$ cat src/rtl/uart_pkg.sv
// Shared types for the buffered UART: parity mode, TX/RX FSM state encodings
// and the parity-bit helper used by both the serialiser and the deserialiser.
package uart_pkg;

    typedef enum logic [1:0] {
        PARITY_NONE,
        PARITY_EVEN,
        PARITY_ODD
    } parity_t;

    typedef enum logic [2:0] {
        TxIdle,
        TxStart,
        TxData,
        TxParity,
        TxStop
    } tx_state_t;

    typedef enum logic [2:0] {
        RxIdle,
        RxStart,
        RxData,
        RxParity,
        RxStop
    } rx_state_t;

    // Parity bit to transmit (or expect) for a data byte; 0 when parity is off.
    function automatic logic parity_bit(input logic [7:0] data, input parity_t mode);
        case (mode)
            PARITY_EVEN: return ^data;
            PARITY_ODD:  return ~^data;
            default:     return 1'b0;
        endcase
    endfunction

endpackage

$ cat src/rtl/uart_sync_fifo.sv
// Synchronous FIFO with a registered head-of-queue output.
// Ports: push/push_data write an entry (accepted when not full, or when a pop
// happens in the same cycle); pop removes the head when not empty; head holds the
// current oldest entry one cycle after it becomes the head; full, empty and count
// (0..DEPTH) are derived from wrapping pointers one bit wider than the address.
module uart_sync_fifo #(
    parameter int unsigned WIDTH = 8,
    parameter int unsigned DEPTH = 16
) (
    input  logic                     clock,
    input  logic                     reset_n,
    input  logic                     push,
    input  logic [WIDTH-1:0]         push_data,
    input  logic                     pop,
    output logic [WIDTH-1:0]         head,
    output logic                     full,
    output logic                     empty,
    output logic [$clog2(DEPTH):0]   count
);
    localparam int unsigned AW = $clog2(DEPTH);

    logic [WIDTH-1:0] mem [DEPTH];
    logic [AW:0]      wr_ptr;
    logic [AW:0]      rd_ptr;
    logic [AW:0]      rd_next;
    logic             do_push;
    logic             do_pop;

    assign empty   = (wr_ptr == rd_ptr);
    assign full    = (wr_ptr[AW] != rd_ptr[AW]) && (wr_ptr[AW-1:0] == rd_ptr[AW-1:0]);
    assign count   = wr_ptr - rd_ptr;
    assign do_pop  = pop && !empty;
    assign do_push = push && (!full || do_pop);
    assign rd_next = rd_ptr + {{AW{1'b0}}, do_pop};

    always_ff @(posedge clock) begin
        if (do_push) begin
            mem[wr_ptr[AW-1:0]] <= push_data;
        end
    end

    always_ff @(posedge clock or negedge reset_n) begin
        if (!reset_n) begin
            wr_ptr <= '0;
            rd_ptr <= '0;
            head   <= '0;
        end else begin
            wr_ptr <= wr_ptr + {{AW{1'b0}}, do_push};
            rd_ptr <= rd_next;
            // The incoming word becomes the head when it lands at the new read slot;
            // otherwise a pop exposes the next stored word.
            if (do_push && (wr_ptr == rd_next)) begin
                head <= push_data;
            end else if (do_pop) begin
                head <= mem[rd_next[AW-1:0]];
            end
        end
    end

endmodule

$ cat src/rtl/uart_buffered.sv
// Buffered UART: TX serialiser and RX deserialiser, each behind a uart_sync_fifo.
// Ports: clock/reset_n; uart_rx/uart_tx serial pins (idle high); uart_cts (peer clear,
// async) gates frame starts; uart_rtr drops when the RX FIFO reaches RTR_THRESHOLD;
// read_* is the RX FIFO valid/ready head; write_* pushes into the TX FIFO;
// rx_frame_error / rx_parity_error / rx_overrun are one-cycle pulses on the cycle a
// received byte would be pushed.
module uart_buffered
    import uart_pkg::*;
#(
    parameter int unsigned CLKS_PER_BIT  = 108,
    parameter int unsigned FIFO_DEPTH    = 16,
    parameter parity_t     PARITY        = PARITY_NONE,
    parameter int unsigned RTR_THRESHOLD = FIFO_DEPTH - 2
) (
    input  logic       clock,
    input  logic       reset_n,
    input  logic       uart_rx,
    output logic       uart_tx,
    input  logic       uart_cts,
    output logic       uart_rtr,
    output logic [7:0] read_data,
    output logic       read_valid,
    input  logic       read_ready,
    input  logic [7:0] write_data,
    input  logic       write_valid,
    output logic       write_ready,
    output logic       rx_frame_error,
    output logic       rx_parity_error,
    output logic       rx_overrun
);
    localparam int unsigned CW = $clog2(CLKS_PER_BIT);
    localparam int unsigned AW = $clog2(FIFO_DEPTH);
    localparam logic [CW-1:0] BIT_LAST  = CW'(CLKS_PER_BIT - 1);
    localparam logic [CW-1:0] HALF_LAST = CW'(CLKS_PER_BIT / 2 - 1);
    localparam logic [AW:0]   RTR_LEVEL = (AW + 1)'(RTR_THRESHOLD);

    // Synchronisers, RX edge history and the out-of-reset flag.
    logic rx_meta, rx_sync, rx_prev, cts_meta, cts_sync, ready_q, rtr_q;

    always_ff @(posedge clock or negedge reset_n) begin
        if (!reset_n) begin
            rx_meta  <= 1'b1;
            rx_sync  <= 1'b1;
            rx_prev  <= 1'b1;
            cts_meta <= 1'b0;
            cts_sync <= 1'b0;
            ready_q  <= 1'b0;
        end else begin
            rx_meta  <= uart_rx;
            rx_sync  <= rx_meta;
            rx_prev  <= rx_sync;
            cts_meta <= uart_cts;
            cts_sync <= cts_meta;
            ready_q  <= 1'b1;
        end
    end

    // ---------------- TX path ----------------
    logic [7:0]  tx_head;
    logic        tx_full, tx_empty, tx_pop, tx_frame_end;
    logic [AW:0] tx_count;
    logic        unused_tx_count;

    assign write_ready     = ready_q && !tx_full;
    assign unused_tx_count = ^tx_count;

    uart_sync_fifo #(
        .WIDTH (8),
        .DEPTH (FIFO_DEPTH)
    ) u_tx_fifo (
        .clock     (clock),
        .reset_n   (reset_n),
        .push      (write_valid && write_ready),
        .push_data (write_data),
        .pop       (tx_pop),
        .head      (tx_head),
        .full      (tx_full),
        .empty     (tx_empty),
        .count     (tx_count)
    );

    tx_state_t   tx_state;
    logic [CW-1:0] tx_cnt;
    logic [2:0]  tx_bit;
    logic [7:0]  tx_shift;
    logic        tx_par, tx_line;

    // A new frame may start from idle or straight out of the last stop cycle.
    assign tx_frame_end = (tx_state == TxStop) && (tx_cnt == '0);
    assign tx_pop       = ((tx_state == TxIdle) || tx_frame_end) && !tx_empty && cts_sync;
    assign uart_tx      = tx_line;

    always_ff @(posedge clock or negedge reset_n) begin
        if (!reset_n) begin
            tx_state <= TxIdle;
            tx_cnt   <= '0;
            tx_bit   <= '0;
            tx_shift <= '0;
            tx_par   <= 1'b0;
            tx_line  <= 1'b1;
        end else if (tx_pop) begin
            tx_state <= TxStart;
            tx_cnt   <= BIT_LAST;
            tx_shift <= tx_head;
            tx_par   <= parity_bit(tx_head, PARITY);
            tx_line  <= 1'b0;
        end else if (tx_state != TxIdle && tx_cnt != '0) begin
            tx_cnt <= tx_cnt - 1'b1;
        end else begin
            tx_cnt <= BIT_LAST;
            unique case (tx_state)
                TxIdle: tx_cnt <= '0;
                TxStart: begin
                    tx_state <= TxData;
                    tx_bit   <= '0;
                    tx_line  <= tx_shift[0];
                end
                TxData: begin
                    tx_shift <= tx_shift >> 1;
                    if (tx_bit == 3'd7) begin
                        tx_state <= (PARITY != PARITY_NONE) ? TxParity : TxStop;
                        tx_line  <= (PARITY != PARITY_NONE) ? tx_par : 1'b1;
                    end else begin
                        tx_bit  <= tx_bit + 3'd1;
                        tx_line <= tx_shift[1];
                    end
                end
                TxParity: begin
                    tx_state <= TxStop;
                    tx_line  <= 1'b1;
                end
                default: tx_state <= TxIdle;
            endcase
        end
    end

    // ---------------- RX path ----------------
    rx_state_t   rx_state;
    logic [CW-1:0] rx_cnt;
    logic [2:0]  rx_bit;
    logic [7:0]  rx_shift, rx_byte_q;
    logic        rx_par, rx_good_q, rx_frame_q, rx_parity_q;
    logic        rx_full, rx_empty, rx_pop;
    logic [AW:0] rx_count;

    always_ff @(posedge clock or negedge reset_n) begin
        if (!reset_n) begin
            rx_state    <= RxIdle;
            rx_cnt      <= '0;
            rx_bit      <= '0;
            rx_shift    <= '0;
            rx_par      <= 1'b0;
            rx_byte_q   <= '0;
            rx_good_q   <= 1'b0;
            rx_frame_q  <= 1'b0;
            rx_parity_q <= 1'b0;
        end else begin
            rx_good_q   <= 1'b0;
            rx_frame_q  <= 1'b0;
            rx_parity_q <= 1'b0;
            if (rx_state == RxIdle) begin
                if (rx_prev && !rx_sync) begin
                    rx_state <= RxStart;
                    rx_cnt   <= HALF_LAST;
                end
            end else if (rx_cnt != '0) begin
                rx_cnt <= rx_cnt - 1'b1;
            end else begin
                rx_cnt <= BIT_LAST;
                unique case (rx_state)
                    RxStart: begin
                        rx_state <= rx_sync ? RxIdle : RxData;
                        rx_bit   <= '0;
                    end
                    RxData: begin
                        rx_shift <= {rx_sync, rx_shift[7:1]};
                        rx_bit   <= rx_bit + 3'd1;
                        if (rx_bit == 3'd7) begin
                            rx_state <= (PARITY != PARITY_NONE) ? RxParity : RxStop;
                        end
                    end
                    RxParity: begin
                        rx_par   <= rx_sync;
                        rx_state <= RxStop;
                    end
                    RxStop: begin
                        // Leave half a bit early so the next start edge is caught cleanly.
                        rx_state  <= RxIdle;
                        rx_byte_q <= rx_shift;
                        if (!rx_sync) begin
                            rx_frame_q <= 1'b1;
                        end else if (PARITY != PARITY_NONE &&
                                     rx_par != parity_bit(rx_shift, PARITY)) begin
                            rx_parity_q <= 1'b1;
                        end else begin
                            rx_good_q <= 1'b1;
                        end
                    end
                    default: rx_state <= RxIdle;
                endcase
            end
        end
    end

    assign rx_pop     = read_ready && read_valid;
    assign read_valid = !rx_empty;

    uart_sync_fifo #(
        .WIDTH (8),
        .DEPTH (FIFO_DEPTH)
    ) u_rx_fifo (
        .clock     (clock),
        .reset_n   (reset_n),
        .push      (rx_good_q),
        .push_data (rx_byte_q),
        .pop       (read_ready),
        .head      (read_data),
        .full      (rx_full),
        .empty     (rx_empty),
        .count     (rx_count)
    );

    // Overrun depends on a same-cycle pop, so it is decided on the push cycle itself.
    assign rx_frame_error  = rx_frame_q;
    assign rx_parity_error = rx_parity_q;
    assign rx_overrun      = rx_good_q && rx_full && !rx_pop;

    always_ff @(posedge clock or negedge reset_n) begin
        if (!reset_n) begin
            rtr_q <= 1'b0;
        end else begin
            rtr_q <= (rx_count < RTR_LEVEL);
        end
    end

    assign uart_rtr = rtr_q;

endmodule

$ cat config.mk
export PLATFORM = sky130hd
export DESIGN_NAME = uart_buffered
export DESIGN_NICKNAME = d
export VERILOG_FILES = /design/src/rtl/uart_pkg.sv /design/src/rtl/uart_sync_fifo.sv /design/src/rtl/uart_buffered.sv
export SDC_FILE = /design/constraint.sdc
export NUM_CORES = 1
export LEC_CHECK = 0
export ABC_AREA = 1
export ABC_CLOCK_PERIOD_IN_PS = 4280
export BUFFER_PORTS_ARGS = -buffer_cell sky130_fd_sc_hd__buf_2
export CAP_MARGIN = 20
export CORE_MARGIN = 8
export CORE_UTILIZATION = 45
export DETAILED_ROUTE_END_ITERATION = 10
export GPL_TIMING_DRIVEN = 0
export PLACE_DENSITY_LB_ADDON = 0.08
export SLEW_MARGIN = 30
export SYNTH_ARGS = -nofsm -noshare
export SYNTH_HDL_FRONTEND = slang
export SYNTH_SLANG_ARGS = --single-unit
$ cat constraint.sdc
create_clock -name clock -period 4.28 [get_ports clock]
set_input_delay 0.214 -clock clock [delete_from_list [all_inputs] [get_ports clock]]
set_output_delay 0.214 -clock clock [all_outputs]
set_load 0.05 [all_outputs]
# [Word-level counts from Yosys, hierarchy flattened]
# Memory sizes are Yosys's and may differ from the RTL's.
# Index checks and enable logic that the tools add are counted.
[word_totals] output_inout_bits=15 reg_bits=96 wordCells=154 memories=2 latchBits=0 in_bits=14 mem_bits_ro=0 ramBits=256
[mem_list] memory="u_rx_fifo.mem" depth=16 width=8 rd=1 rd_clocked_by_memory_dff=0 wr=1 line_no="uart_sync_fifo.sv:22" text="logic [WIDTH-1:0] mem [DEPTH];"
[mem_list] memory="u_tx_fifo.mem" depth=16 width=8 rd=1 rd_clocked_by_memory_dff=0 wr=1 line_no="uart_sync_fifo.sv:22"
[classes] div=0 addsub=9 bitwise_logic=4 shift=0 eq_ne=25 mul=0 muxes=42 order_cmp=1 n_reduce_logical=46
[ops] op="$mux W8" n=7
[ops] op="$mux W7" n=6
[ops] op="$mux W3" n=8
[ops] op="$add A5 B1 Y5" n=4
[ops] op="$eq A5 B5 Y1" n=4
[ops] op="$logic_and A1 B1 Y1" n=17
[ops] op="$mux W1" n=15
[ops] op="$reduce_and A3 Y1" n=5
[ops] op="$reduce_bool A7 Y1" n=2
[ops] op="$sub A7 B1 Y7 const B" n=2
[ops] op="$eq A3 B2 Y1 const B" n=4
[ops] op="$eq A3 B3 Y1 const B" n=4
[ops] op="$pmux W3 S2" n=2
[ops] op="$pmux W3 S4" n=1
[ops] op="$reduce_bool A2 Y1" n=5
[ops] op="$pmux W3 S3" n=1
[ops] op="$eq A4 B4 Y1" n=2
[ops] op="$logic_not A7 Y1" n=1
[ops] op="$add A3 B1 Y3 const B" n=2
[ops] op="$eq A3 B1 Y1 const B" n=2
[ops] op="$logic_not A1 Y1" n=6
[ops] op="$logic_not A3 Y1" n=2
[ops] op="$ne A2 B1 Y1 const B" n=3
[ops] op="$lt A5 B4 Y1 const B" n=1
[ops] op="other kinds (13)" n=21

# [Longest topological paths before layout]
# Gate-level depths: netlist (run 1).
[logic_depth] ltp_word=10 depth_mapped=23 depth_no_buf=21

# [Hierarchy]
# From an unflattened synthesis (run 1), not the netlist that was laid out.
[hier_totals] hier_cells=1700 area_unflattened_um2=16410.7
[modules_own_cells] module="uart_sync_fifo at u_rx_fifo" cells_per_inst=691 seq_area_each_um2=4294.1 n_inst=1 area_each_um2=6784.0
[modules_own_cells] module="uart_sync_fifo at u_tx_fifo" cells_per_inst=691 seq_area_each_um2=4294.1 n_inst=1 area_each_um2=6774.0
[modules_own_cells] module="uart_buffered" cells_per_inst=318 seq_area_each_um2=1506.4 n_inst=1 area_each_um2=2852.7

# [Least setup slack after synthesis (run 1)]
# Ideal clock, no wire load.
[synth_path] path_type="register to register" from="register u_rx_fifo.rd_ptr[2]" to="register u_rx_fifo.head[0]" path_buffers=2 setup_time_ps=126 t_arrival_ps=3434 setup_slack_ps=720 required_time_ps=4154 stages_incl_launch_ff=19 synth_period_minus_slack_ps=3560 path_cell_list="dfrtp_1 > buf_4 > inv_1 > ha_1 > nand2_1 > nor2_1 > nand2_1 > nand2_1 > clkinv_1 > ha_1 > ha_1 > xor2_1 > nor2_1 > nand3_4 > nor2_8 > nand3_4 > buf_6 > nand3_1 > nand3_1"
[synth_via] elab_chain_len=7 word_cells_on_any_way=15 cone_classes="add/sub (1); eq/ne (3); mux (2); reduce/logical (8); memory (1)"
[synth_lines] element="start, declared" line_no="uart_sync_fifo.sv:24" text="logic [AW:0] rd_ptr;"
[synth_lines] element="start signal, assigned" line_no="uart_sync_fifo.sv:49" text="rd_ptr <= rd_next;"
[synth_lines] element="$eq A5 B5 Y1 *" line_no="uart_sync_fifo.sv:29" text="assign empty = (wr_ptr == rd_ptr);"
[synth_lines] element="$logic_not A1 Y1 *"
[synth_lines] element="named net read_valid" line_no="uart_buffered.sv:22" text="output logic read_valid,"
[synth_lines] element="$logic_and A1 B1 Y1 *" line_no="uart_sync_fifo.sv:32" text="assign do_pop = pop && !empty;"
[synth_lines] element="$add A5 B1 Y5 *" line_no="uart_sync_fifo.sv:34" text="assign rd_next = rd_ptr + {{AW{1'b0}}, do_pop};"
[synth_lines] element="named net u_rx_fifo.rd_next[1]" line_no="uart_sync_fifo.sv:25" text="logic [AW:0] rd_next;"
[synth_lines] element="$mem_v2 Z16 W8 / $eq A5 B5 Y1 (equally long branches)"
[synth_lines] element="$mux W8 / $logic_and A1 B1 Y1 (equally long branches)" line_no="uart_sync_fifo.sv:54, uart_sync_fifo.sv:52"
[synth_lines] element="$mux W8 / $reduce_bool A2 Y1 (equally long branches)"
[synth_lines] element="end signal, assigned" line_no="uart_sync_fifo.sv:53" text="head <= push_data;"
[synth_lines] element="end signal, assigned" line_no="uart_sync_fifo.sv:55" text="head <= mem[rd_next[AW-1:0]];"
[synth_lines] element="end, declared" line_no="uart_sync_fifo.sv:15" text="output logic [WIDTH-1:0] head,"
# The timed path passes the listed nets; every way through them passes the cells marked *. The select of a mux whose other input is x is not followed.
# A chain may end at the register's enable or synchronous reset.

# [Final worst setup path (run 1)]
[layout_path] from="register tx_cnt[0]" to="register u_tx_fifo.head[1]"
[layout_via] elab_chain_len=10 word_cells_on_any_way=15 cone_classes="add/sub (1); eq/ne (1); mux (2); reduce/logical (10); memory (1)"
[layout_lines] element="start, declared" line_no="uart_buffered.sv:83" text="logic [CW-1:0] tx_cnt;"
[layout_lines] element="start signal, assigned" line_no="uart_buffered.sv:108" text="tx_cnt <= tx_cnt - 1'b1;"
[layout_lines] element="$logic_not A7 Y1 *" line_no="uart_buffered.sv:89" text="assign tx_frame_end = (tx_state == TxStop) && (tx_cnt == '0);"
[layout_lines] element="$logic_and A1 B1 Y1 *" line_no="uart_buffered.sv:89"
[layout_lines] element="$logic_or A1 B1 Y1 *" line_no="uart_buffered.sv:90" text="assign tx_pop = ((tx_state == TxIdle) || tx_frame_end) && !tx_empty && cts_sync;"
[layout_lines] element="$logic_and A1 B1 Y1 * (2 in series)" line_no="uart_buffered.sv:90"
[layout_lines] element="$logic_and A1 B1 Y1 *" line_no="uart_sync_fifo.sv:32"
[layout_lines] element="$add A5 B1 Y5 *" line_no="uart_sync_fifo.sv:34"
[layout_lines] element="named net u_tx_fifo.rd_next[1]" line_no="uart_sync_fifo.sv:25"
[layout_lines] element="$mem_v2 Z16 W8 / $eq A5 B5 Y1 (equally long branches)"
[layout_lines] element="$mux W8 / $logic_and A1 B1 Y1 (equally long branches)" line_no="uart_sync_fifo.sv:54, uart_sync_fifo.sv:52"
[layout_lines] element="$mux W8 / $reduce_bool A2 Y1 (equally long branches)"
[layout_lines] element="end signal, assigned" line_no="uart_sync_fifo.sv:53"
[layout_lines] element="end signal, assigned" line_no="uart_sync_fifo.sv:55"
[layout_lines] element="end, declared" line_no="uart_sync_fifo.sv:15"
# Marked as above.

==> out/metrics.cfg, run 1 <==
[cts]
cts_tree = done
clk_latency_ps = 520
cts.sinks = 352
numCtsBuffers = 38
clk_path_buf_depth = 3
htreeDepth = 2
cts_root_buf = clkbuf_16
cts_setup_buffers = 0
cts.clk_slew.worst_paths_ps = 60

[setup_path]
slowest_delay_ps = 470
required_ps = 4670
start_kind = register
critical_path.endpoint_type = register
critPathMaxFanout = 10
crit_family = simple AND/OR/NAND/NOR gates
crit_buf_inv = 5
crit_path_frequent_cell = nand3_1
slowest_stage = clkbuf_1
cp_cell_sequence = inv_1 > ha_1 > nand4_1 > nor2_1 > nor2_1 > nor2_2 > buf_2 > ha_1 > ha_1 > clkbuf_1 > inv_2 > clkbuf_1 > nor2_1 > o21ai_0 > nand3_1 > nand3_1 > nand2_1 > nand3_1 > nand3_1
crit_arrival_ps = 4300
path_class = register to register

[synthesis]
synth_area_leader_cell = edfxtp_1
synthXorXnorAreaFrac_pct = 1.26
yosys.area_share.simple_pct = 18.8
syn-num-nets = 1428
netlist_instances = 1395
synth_compound_area_share_pct = 7.13
yosysUniqueCellTypes = 44
synth_adder_area_share_pct = 1.63
synth_top_family_by_area = simple AND/OR/NAND/NOR gates
synth_most_common_cell = nor2_1
synth-seq-cells = 352
synth.yosys.seq_area_share_pct = 67.3
synth_area_um2 = 15000
synth-edff-count = 256
synth_area_leaders = edfxtp_1 (51%), dfrtp_1 (15%), nor2_1 (7.4%)
synthArstFlopShare_pct = 27.3
synth_top_area_share_pct = 51.3
synthTopCellsByCount = nor2_1 (294), edfxtp_1 (256), nand2_1 (182), nand3_1 (165), o21ai_0 (154)
synth_top_flop_cell = edfxtp_1
postSynthAreaPerCell_um2 = 10.8
synth_warnings = 0
synth.area.mux_share_pct = 0

[pwr]
irDropWorstVdd_v = 0.000358
p_leak_nw = 6.49
p_per_area_nw_per_um2 = 704

[global_route]
grt_pass1_vias = 10000
overflow = 0
grt_first_pass_wirelength_mm = 56.3
grt_util_all_layers_pct = 18.5
antenna_found_initial = 0
grt_max_degree = 52

[timing]
rsz0062_at_grt = no
finalCriticalPeriod_ps = 3910
setup_tns_ps = 0
fmax_mhz = 256
timing.hold.ws_ps = 120
relSlewSlack_pct = 40.6
timing.final.max_slew_violations = 0
skew_ps = 23.6
final.period_utilization_pct = 91.4
finalHoldViolations = 0
tightest_slew_ps = 888
setup_viol = 0

[final_layout]
synthToLayoutAreaGrowth_pct = 13.0
nNetsFinal = 1499
nFillCells = 3068
drive_gt1_share_pct = 9.80
postLayoutCoreUtil_pct = 51.0
antenna_cells = 0

[detailed_routing]
viasPerCell = 5.21
drt-wirelength-per-cell_um = 18.4
antenna_left = 0
first_pass_iters = 5
drc_errors = 0
drt_iter0_drc = 634
finalWirelength_mm = 35.6
via_count = 10100

[die]
die_h_um = 199
rows = 67
core_area_um2 = 33200
initial_core_util_pct = 45.2
die_w_um = 199
die-area_um2 = 39400
pin_count = 29

[place]
port_buffers = 27
gp_congestion = 0.854
place_hpwl_mm = 24.3

[outcome]
status = complete, no violations

[flow_run]
max_cap_viol_count = 0

[worst_hold_path]
hp-class = input port to register

-- final cells by class --
type | instances | area [um^2] | area share, %
Multi-Input combinational cell | 904 | 4340 | 25.6
Sequential cell | 352 | 10100 | 59.6
Timing Repair Buffer | 31 | 199 | 1.17
Clock inverter | 11 | 105 | 0.620
Tap cell | 448 | 561 | 3.31
Buffer | 58 | 273 | 1.61
Clock buffer | 53 | 1070 | 6.31
Inverter | 81 | 308 | 1.82
-- power breakdown --
part	total (mW)	switching [mW]	internal (mW)
sequential	4.22	0.222	3.99
combinational	4.58	3.20	1.38
clock	3.13	1.27	1.85
-- state kept, by name, summed over array words and instances (netlist names), 5 cells and up --
signal and cells:
rx_byte_q 8, rx_cnt 7, u_rx_fifo.mem 128, u_rx_fifo.wr_ptr 5, u_tx_fifo.mem 128, u_tx_fifo.wr_ptr 5, rx_shift 8, u_rx_fifo.head 8
tx_shift 8, u_rx_fifo.rd_ptr 5, tx_cnt 7, u_tx_fifo.head 8, u_tx_fifo.rd_ptr 5
-- cells in the final DEF (no fill, tap or decap), types with 3 or more instances in the layout --
| cell type | Yosys | layout |
|---|---|---|
| a21oi_1 | 12 | 12 |
| buf_2 | 24 | 50 |
| buf_4 | 4 | 4 |
| clkbuf_1 | 28 | 36 |
| clkbuf_16 | 0 | 39 |
| clkbuf_8 | 0 | 4 |
| clkinv_1 | 5 | 9 |
| dfrtp_1 | 92 | 92 |
| dfstp_2 | 4 | 4 |
| dlygate4sd3_1 | 0 | 3 |
| edfxtp_1 | 256 | 256 |
| ha_1 | 18 | 18 |
| inv_1 | 65 | 65 |
| inv_2 | 11 | 11 |
| nand2_1 | 182 | 181 |
| nand2_2 | 4 | 5 |
| nand3_1 | 165 | 165 |
| nand4_1 | 4 | 4 |
| nor2_1 | 294 | 292 |
| nor2_2 | 3 | 5 |
| o211ai_1 | 18 | 18 |
| o21ai_0 | 154 | 154 |
| o31ai_1 | 6 | 6 |
| xnor2_1 | 5 | 5 |
| xor2_1 | 11 | 11 |
-- through the flow --
step           setup WS (ps)  power, mW  instance area [um^2]  cells
6_report                 366       11.9                 16900   1938
3_5_place_dp            76.1       8.87                 15700   1871
3_3_place_gp            90.0       8.82                 15700   1870
2_1_floorplan            720       7.39                 15000   1395
5_1_grt                 63.9       12.8                 16900   1938
4_1_cts                 49.2       12.0                 16900   1938
-- metal layers --
layer	GRT usage, %	routed length (um)	vias to the layer above
li1	-	-	4933
met1	25.6	16500	4876
met2	29.7	16700	210
met3	2.17	1340	77
met4	6.73	1110	0
met5	0	0	-
-- cells by family (layout without fill, tap and decap cells) --
family / after synthesis / in the layout
flops: 352 / 352
compound gates: 199 / 199
buf+inv: 139 / 234
xor+xnor: 19 / 19
other cells: 2 / 2
fa+ha+maj: 19 / 19
simple gates: 665 / 665
-- worst paths after layout --
kind,startpoint,endpoint,slack [ps],depth (start not counted)
setup / recovery,tx_cnt[0]$_DFF_PN0_,u_tx_fifo.head[1]$_DFFE_PN0P_,370,19
max in group asynchronous,reset_n,uart_tx$_DFFE_PN1P_,3420,3
hold reg to reg,cts_meta$_DFF_PN0_,cts_sync$_DFF_PN0_,350,0
setup reg to reg,tx_cnt[0]$_DFF_PN0_,u_tx_fifo.head[1]$_DFFE_PN0P_,370,19
hold / removal,write_data[3],u_tx_fifo.mem[0][3]$_DFFE_PP_,120,1
min in group asynchronous,reset_n,u_rx_fifo.head[2]$_DFFE_PN0P_,190,2
-- what timing repair did --
item,CTS,global route
resized for setup,0,6
setup endpoints to repair,0,8
hold endpoints to repair,47,0
hold buffers,3,0
Note: power is estimated with default switching activity, not from simulation.
==> run 2: changes to the inputs <==
--- a/config.mk
+++ b/config.mk
@@ -11,3 +11,3 @@
 export CAP_MARGIN = 20
-export CORE_MARGIN = 8
+export CORE_MARGIN = 4
 export CORE_UTILIZATION = 45
==> constraint.sdc (replaced) <==
create_clock -name clock -period 4.28 [get_ports clock]
set_input_delay 0.428 -clock clock [delete_from_list [all_inputs] [get_ports clock]]
set_output_delay 0.428 -clock clock [all_outputs]
set_load 0.05 [all_outputs]
==> run 2 against run 1 <==
Against the previous run:
- total power hardly changed
- global-route usage is 1.3 points higher
- hold slack worse by 86 ps
- clock skew is 5.1 ps lower
- largest power group unchanged
- via count is 0.62% higher
- maximum frequency is 0.75% higher
- register-to-register slack better by 30 ps
- clock power hardly changed
- wire length is 0.33% lower
- utilization is 0.80 points higher
- highest routed layer unchanged
==> out/metrics.cfg, run 2 (synthesized netlist as in run 1, its figures left out) <==
[global_route]
overflow = 0  ; unchanged
grt_util_all_layers_pct = 19.8  ; +1.3 points
antenna_found_initial = 0  ; unchanged
grt_first_pass_wirelength_mm = 55.6  ; -1.1%
grt_pass1_vias = 9903  ; -1.0%
grt_max_degree = 69  ; +33%

[die]
initial_core_util_pct = 45.9  ; +0.68 points
die-area_um2 = 36300  ; -7.9%
core_area_um2 = 32700  ; -1.5%
pin_count = 29  ; unchanged
die_w_um = 191  ; -4.0%
rows = 66  ; -1.5%
die_h_um = 191  ; -4.0%

[detailed_routing]
drt_iter0_drc = 745  ; +18%
via_count = 10200  ; +0.62%
first_pass_iters = 5  ; unchanged
viasPerCell = 5.24  ; +0.57%
drc_errors = 0  ; unchanged
antenna_left = 0  ; unchanged
finalWirelength_mm = 35.5  ; -0.33%
drt-wirelength-per-cell_um = 18.3  ; -0.39%

[setup_path]
path_class = register to register
required_ps = 4670  ; about the same
critPathMaxFanout = 10  ; unchanged
critical_path.endpoint_type = register
start_kind = register
crit_arrival_ps = 4270  ; -30 ps

[final_layout]
drive_gt1_share_pct = 9.82  ; +0.021 points
layout_commonest_cell = nor2_1
nNetsFinal = 1499  ; unchanged
synthToLayoutAreaGrowth_pct = 13.0  ; about the same
antenna_cells = 0  ; unchanged
final_cell_mix = nor2_1 (294), edfxtp_1 (256), nand2_1 (181)
postLayoutCoreUtil_pct = 51.8  ; +0.80 points

[timing]
setup_viol = 0  ; unchanged
relSlewSlack_pct = 39.1  ; -1.5 points
final.period_utilization_pct = 90.8  ; -0.68 points
timing.final.max_slew_violations = 0  ; unchanged
finalCriticalPeriod_ps = 3880  ; -29.1 ps
rsz0062_at_grt = no
skew_ps = 18.5  ; -5.08 ps
tightest_slew_ps = 910  ; +21.9 ps
finalHoldViolations = 0  ; unchanged
fmax_mhz = 257  ; +0.75%
setup_tns_ps = 0  ; unchanged

[pwr]
power_mw = 11.9  ; about the same
p_leak_nw = 6.50  ; +0.15%
p_per_area_nw_per_um2 = 704  ; about the same
pwr-share-seq_pct = 35.3  ; about the same
power.switching_mw = 4.71  ; +0.32%
power_frac_comb_pct = 38.4  ; about the same
p_int_mw = 7.23  ; about the same
sw_frac_of_total_pct = 39.5  ; +0.089 points
irDropWorstVdd_v = 0.000354  ; -0.98%
p_clk_share_pct = 26.3  ; about the same

[cts]
cts.sinks = 352  ; unchanged
cts_setup_buffers = 0  ; unchanged
clk_latency_ps = 520  ; about the same
cts_tree = done
cts.clk_slew.worst_paths_ps = 50  ; about the same
cts_root_buf = clkbuf_16
clk_path_buf_depth = 3  ; unchanged
numCtsBuffers = 39  ; +2.6%
htreeDepth = 2  ; unchanged

[place]
port_buffers = 27  ; unchanged
place_hpwl_mm = 23.9  ; -1.3%
gp_congestion = 0.898  ; +5.2%

[flow_run]
max_cap_viol_count = 0  ; unchanged

[outcome]
status = complete, no violations

[worst_hold_path]
hp-class = input port to register

-- run 2: per-stage QoR --
stage,std cells,setup slack (ps),hold slack [ps],instance area (um^2)
finish,1939,395,34.1,17000
global route,1939,92.8,8.14,17000
CTS,1939,161,11.9,16900
detailed placement,1865,191,323,15700
global placement,1864,168,341,15700
floorplan,1395,720,132,15000
-- run 2: worst paths after layout --
path	from	to	slack, ps	cells after the start
setup / recovery	tx_cnt[0]$_DFF_PN0_	u_tx_fifo.head[7]$_DFFE_PN0P_	400	19
hold / removal	uart_cts	cts_meta$_DFF_PN0_	30	1
setup reg to reg	tx_cnt[0]$_DFF_PN0_	u_tx_fifo.head[7]$_DFFE_PN0P_	400	19
hold reg to reg	cts_meta$_DFF_PN0_	cts_sync$_DFF_PN0_	360	0
max in group asynchronous	reset_n	uart_tx$_DFFE_PN1P_	3260	3
min in group asynchronous	reset_n	rx_cnt[4]$_DFFE_PN0P_	350	2
-- run 2: timing repair --
| item | in CTS | in global routing |
|---|---|---|
| endpoints found under the setup margin | 0 | 7 |
| hold buffers | 2 | 0 |
| hold endpoints to repair | 29 | 0 |
| resized for setup | 0 | 4 |
-- run 2: routing by layer --
layer / GRT usage, % / vias up / wire length, um
li1: - / 4945 / -
met1: 28.5 / 4932 / 16400
met2: 31.9 / 223 / 16700
met3: 2.45 / 59 / 1540
met4: 5.66 / 0 / 905
met5: 0 / - / 0
-- run 2: worst max-delay path: stages, from the launching register on --
cell and delay (ps):
dfrtp_1 370, inv_1 90, ha_1 180, nand4_1 130, nor2_1 220, nor2_1 80
nor2_2 310, buf_2 300, ha_1 200, ha_1 250, clkbuf_1 190, inv_2 170
clkbuf_1 510, nor2_1 100, o21ai_0 170, nand3_1 130, nand3_1 90, nand2_1 110
nand3_1 110, nand3_1 70
-- run 2: cell type report --
cell class	count	area, um^2
fillers	2978	15700
well taps	442	553
flip-flops and latches	352	10100
clock buffers	62	1110
clock inverters	10	92.6
repair buffers	30	189
inverters	81	308
plain buffers	58	272
multi-input cells	904	4330
-- run 2: power by group through the flow --
stage | Combinational, mW | Sequential [mW] | Clock (mW)
3_3_place_gp | 4.55 | 4.27 | 0
2_1_floorplan | 3.01 | 4.38 | 0
4_1_cts | 4.62 | 4.21 | 3.21
3_5_place_dp | 4.60 | 4.27 | 0
6_report | 4.58 | 4.21 | 3.15
5_1_grt | 5.16 | 4.25 | 3.38
==> run 3: changes to the inputs <==
Settings changed: ABC_CLOCK_PERIOD_IN_PS 4280 to 4820.
Clock period 4.28 ns to 4.82 ns, I/O delays scaled along.
==> run 3 against run 2 <==
Against the previous run:
- total power decreased by 11%
- design area fell by 0.10%
- sequential cell count did not move
- maximum frequency decreased by 6.4%
- via count grew 0.11%
- sequential power down 11%
- combinational power is 11% lower
- wire length increased by 0.16%
- clock-buffer cell count stayed put
==> out/metrics.cfg, run 3 (synthesized netlist as in run 1, its figures left out) <==
[outcome]
status = complete, no violations

[final_layout]
synthToLayoutAreaGrowth_pct = 12.9
antenna_cells = 0  ; unchanged
fin_area_um2 = 16900  ; -0.10%
multi_input_area_um2 = 4330  ; about the same
drive_gt1_share_pct = 9.63  ; -0.19 points
seq_area_um2 = 10100  ; unchanged
nFillCells = 2978  ; unchanged
final_cell_mix = nor2_1 (294), edfxtp_1 (256), nand2_1 (182)
nNetsFinal = 1498  ; -0.067%
layout_commonest_cell = nor2_1

[setup_path]
crit_path_frequent_cell = nand2_1
slowest_stage = ha_1
critPathMaxFanout = 10  ; unchanged
slowest_delay_ps = 460  ; -50 ps
critical_path.endpoint_type = register
cp_cell_sequence = buf_4 > inv_1 > ha_1 > nand2_1 > nor2_1 > nand2_1 > nand2_1 > clkinv_1 > ha_1 > ha_1 > buf_2 > clkbuf_1 > o21ai_0 > o211ai_1 > nand3_1 > nand2_1 > nand3_1 > nand3_1
path_class = register to register
start_kind = register
reg2reg_depth = 18  ; -1
crit_arrival_ps = 4600  ; +330 ps
required_ps = 5270  ; +600 ps

[timing]
rsz0062_at_grt = no
finalHoldViolations = 0  ; unchanged
tightest_slew_ps = 909  ; -0.528 ps
finalCriticalPeriod_ps = 4150  ; +264 ps
relSlewSlack_pct = 39.1  ; about the same
final.period_utilization_pct = 86.1  ; -4.7 points
skew_ps = 18.5  ; -0.0244 ps
layout_setup_ws_ps = 672  ; +276 ps
fmax_mhz = 241  ; -6.4%
timing.hold.ws_ps = 71.4  ; +37.3 ps
setup_tns_ps = 0  ; unchanged
setup_viol = 0  ; unchanged
timing.final.max_slew_violations = 0  ; unchanged

[global_route]
overflow = 0  ; unchanged
grt_max_degree = 69  ; unchanged
grt_pass1_vias = 9898  ; -0.050%
grt_first_pass_wirelength_mm = 55.6  ; about the same
grt_util_all_layers_pct = 19.7  ; about the same
antenna_found_initial = 0  ; unchanged

[place]
port_buffers = 27  ; unchanged
place_hpwl_mm = 23.9  ; unchanged
gp_congestion = 0.898  ; unchanged
postPlaceCellArea_um2 = 15700  ; unchanged
post-place-ws_ps = 731  ; +540 ps

[cts]
cts_root_buf = clkbuf_16
clk_latency_ps = 520  ; about the same
cts_tree = done
cts.sinks = 352  ; unchanged
numCtsBuffers = 39  ; unchanged
clk_path_buf_depth = 3  ; unchanged
cts.clk_slew.worst_paths_ps = 60  ; about the same
htreeDepth = 2  ; unchanged

[detailed_routing]
antenna_left = 0  ; unchanged
via_count = 10200  ; +0.11%
first_pass_iters = 6  ; +1
finalWirelength_mm = 35.6  ; +0.16%
drt_iter0_drc = 734  ; -1.5%
drt-wirelength-per-cell_um = 18.4  ; +0.21%
drc_errors = 0  ; unchanged
viasPerCell = 5.25  ; +0.16%

[flow_run]
max_cap_viol_count = 0  ; unchanged

[die]
die_w_um = 191  ; unchanged
core_area_um2 = 32700  ; unchanged
pin_count = 29  ; unchanged
rows = 66  ; unchanged
die-area_um2 = 36300  ; unchanged
die_h_um = 191  ; unchanged
initial_core_util_pct = 45.9  ; unchanged

[pwr]
p_leak_nw = 6.49  ; about the same
p_per_area_nw_per_um2 = 625  ; -11%
power_mw = 10.6  ; -11%
irDropWorstVdd_v = 0.000315  ; -11%

[worst_hold_path]
hp-class = input port to register
whs_path_depth = 1  ; unchanged

## run 3: changes by cell type in the layout (fill, tap and decap cells not counted), sizes merged
cell         before  now
clkinv           11   12
clkinvlp          2    1
dlygate4sd3       2    1
## run 3: critical path: cells and delay by family (launching register included)
kind            cells  cell delay [ps]
buf+inv             5             1220
fa+ha+maj           3             1110
compound gates      2              440
simple gates        8              970
flops               1              330
## run 3: repair_timing
| action | 4_1_cts | 5_1_grt |
|---|---|---|
| buffers inserted | 0 | 0 |
| hold endpoints to repair | 28 | 0 |
| hold buffers | 1 | 0 |
| resized for setup | 0 | 0 |
## run 3: layout make-up
| type | instances | area share [%] |
|---|---|---|
| sequential | 352 | 59.6 |
| multi-input combinational | 904 | 25.6 |
| clock buffer | 62 | 6.57 |
| tap | 442 | 3.27 |
| inverter | 81 | 1.80 |
| buffer | 58 | 1.60 |
| timing repair buffer | 29 | 1.06 |
| clock inverter | 10 | 0.547 |
## run 3: power breakdown
group          internal [mW]  leakage, nW  switching (mW)  total, mW
Combinational           1.22         2.40            2.84       4.06
Clock                   1.64        0.586            1.14       2.79
Sequential              3.55         3.50           0.196       3.74
## run 3: final timing paths
path	start	to	slack [ps]
max	u_rx_fifo.rd_ptr[2]$_DFF_PN0_	u_rx_fifo.head[4]$_DFFE_PN0P_	670
min	uart_rx	rx_meta$_DFF_PN1_	70
max reg2reg	u_rx_fifo.rd_ptr[2]$_DFF_PN0_	u_rx_fifo.head[4]$_DFFE_PN0P_	670
min reg2reg	cts_meta$_DFF_PN0_	cts_sync$_DFF_PN0_	360
max in group asynchronous	reset_n	uart_tx$_DFFE_PN1P_	3750
min in group asynchronous	reset_n	rx_cnt[4]$_DFFE_PN0P_	400
## run 3: per-layer routing
| layer | share of wire (%) | global-route usage [%] | wire length (um) |
|---|---|---|---|
| met1 | 46 | 28.5 | 16200 |
| met2 | 47 | 31.9 | 16800 |
| met3 | 4.8 | 2.45 | 1690 |
| met4 | 2.5 | 5.66 | 905 |
| met5 | 0 | 0 | 0 |
## run 3: metrics by stage
step	instances	util [%]
finish	1938	51.8
floorplan	1395	-
detailed placement	1865	48.1
global route	1938	51.8
global placement	1864	48.0
CTS	1938	51.8
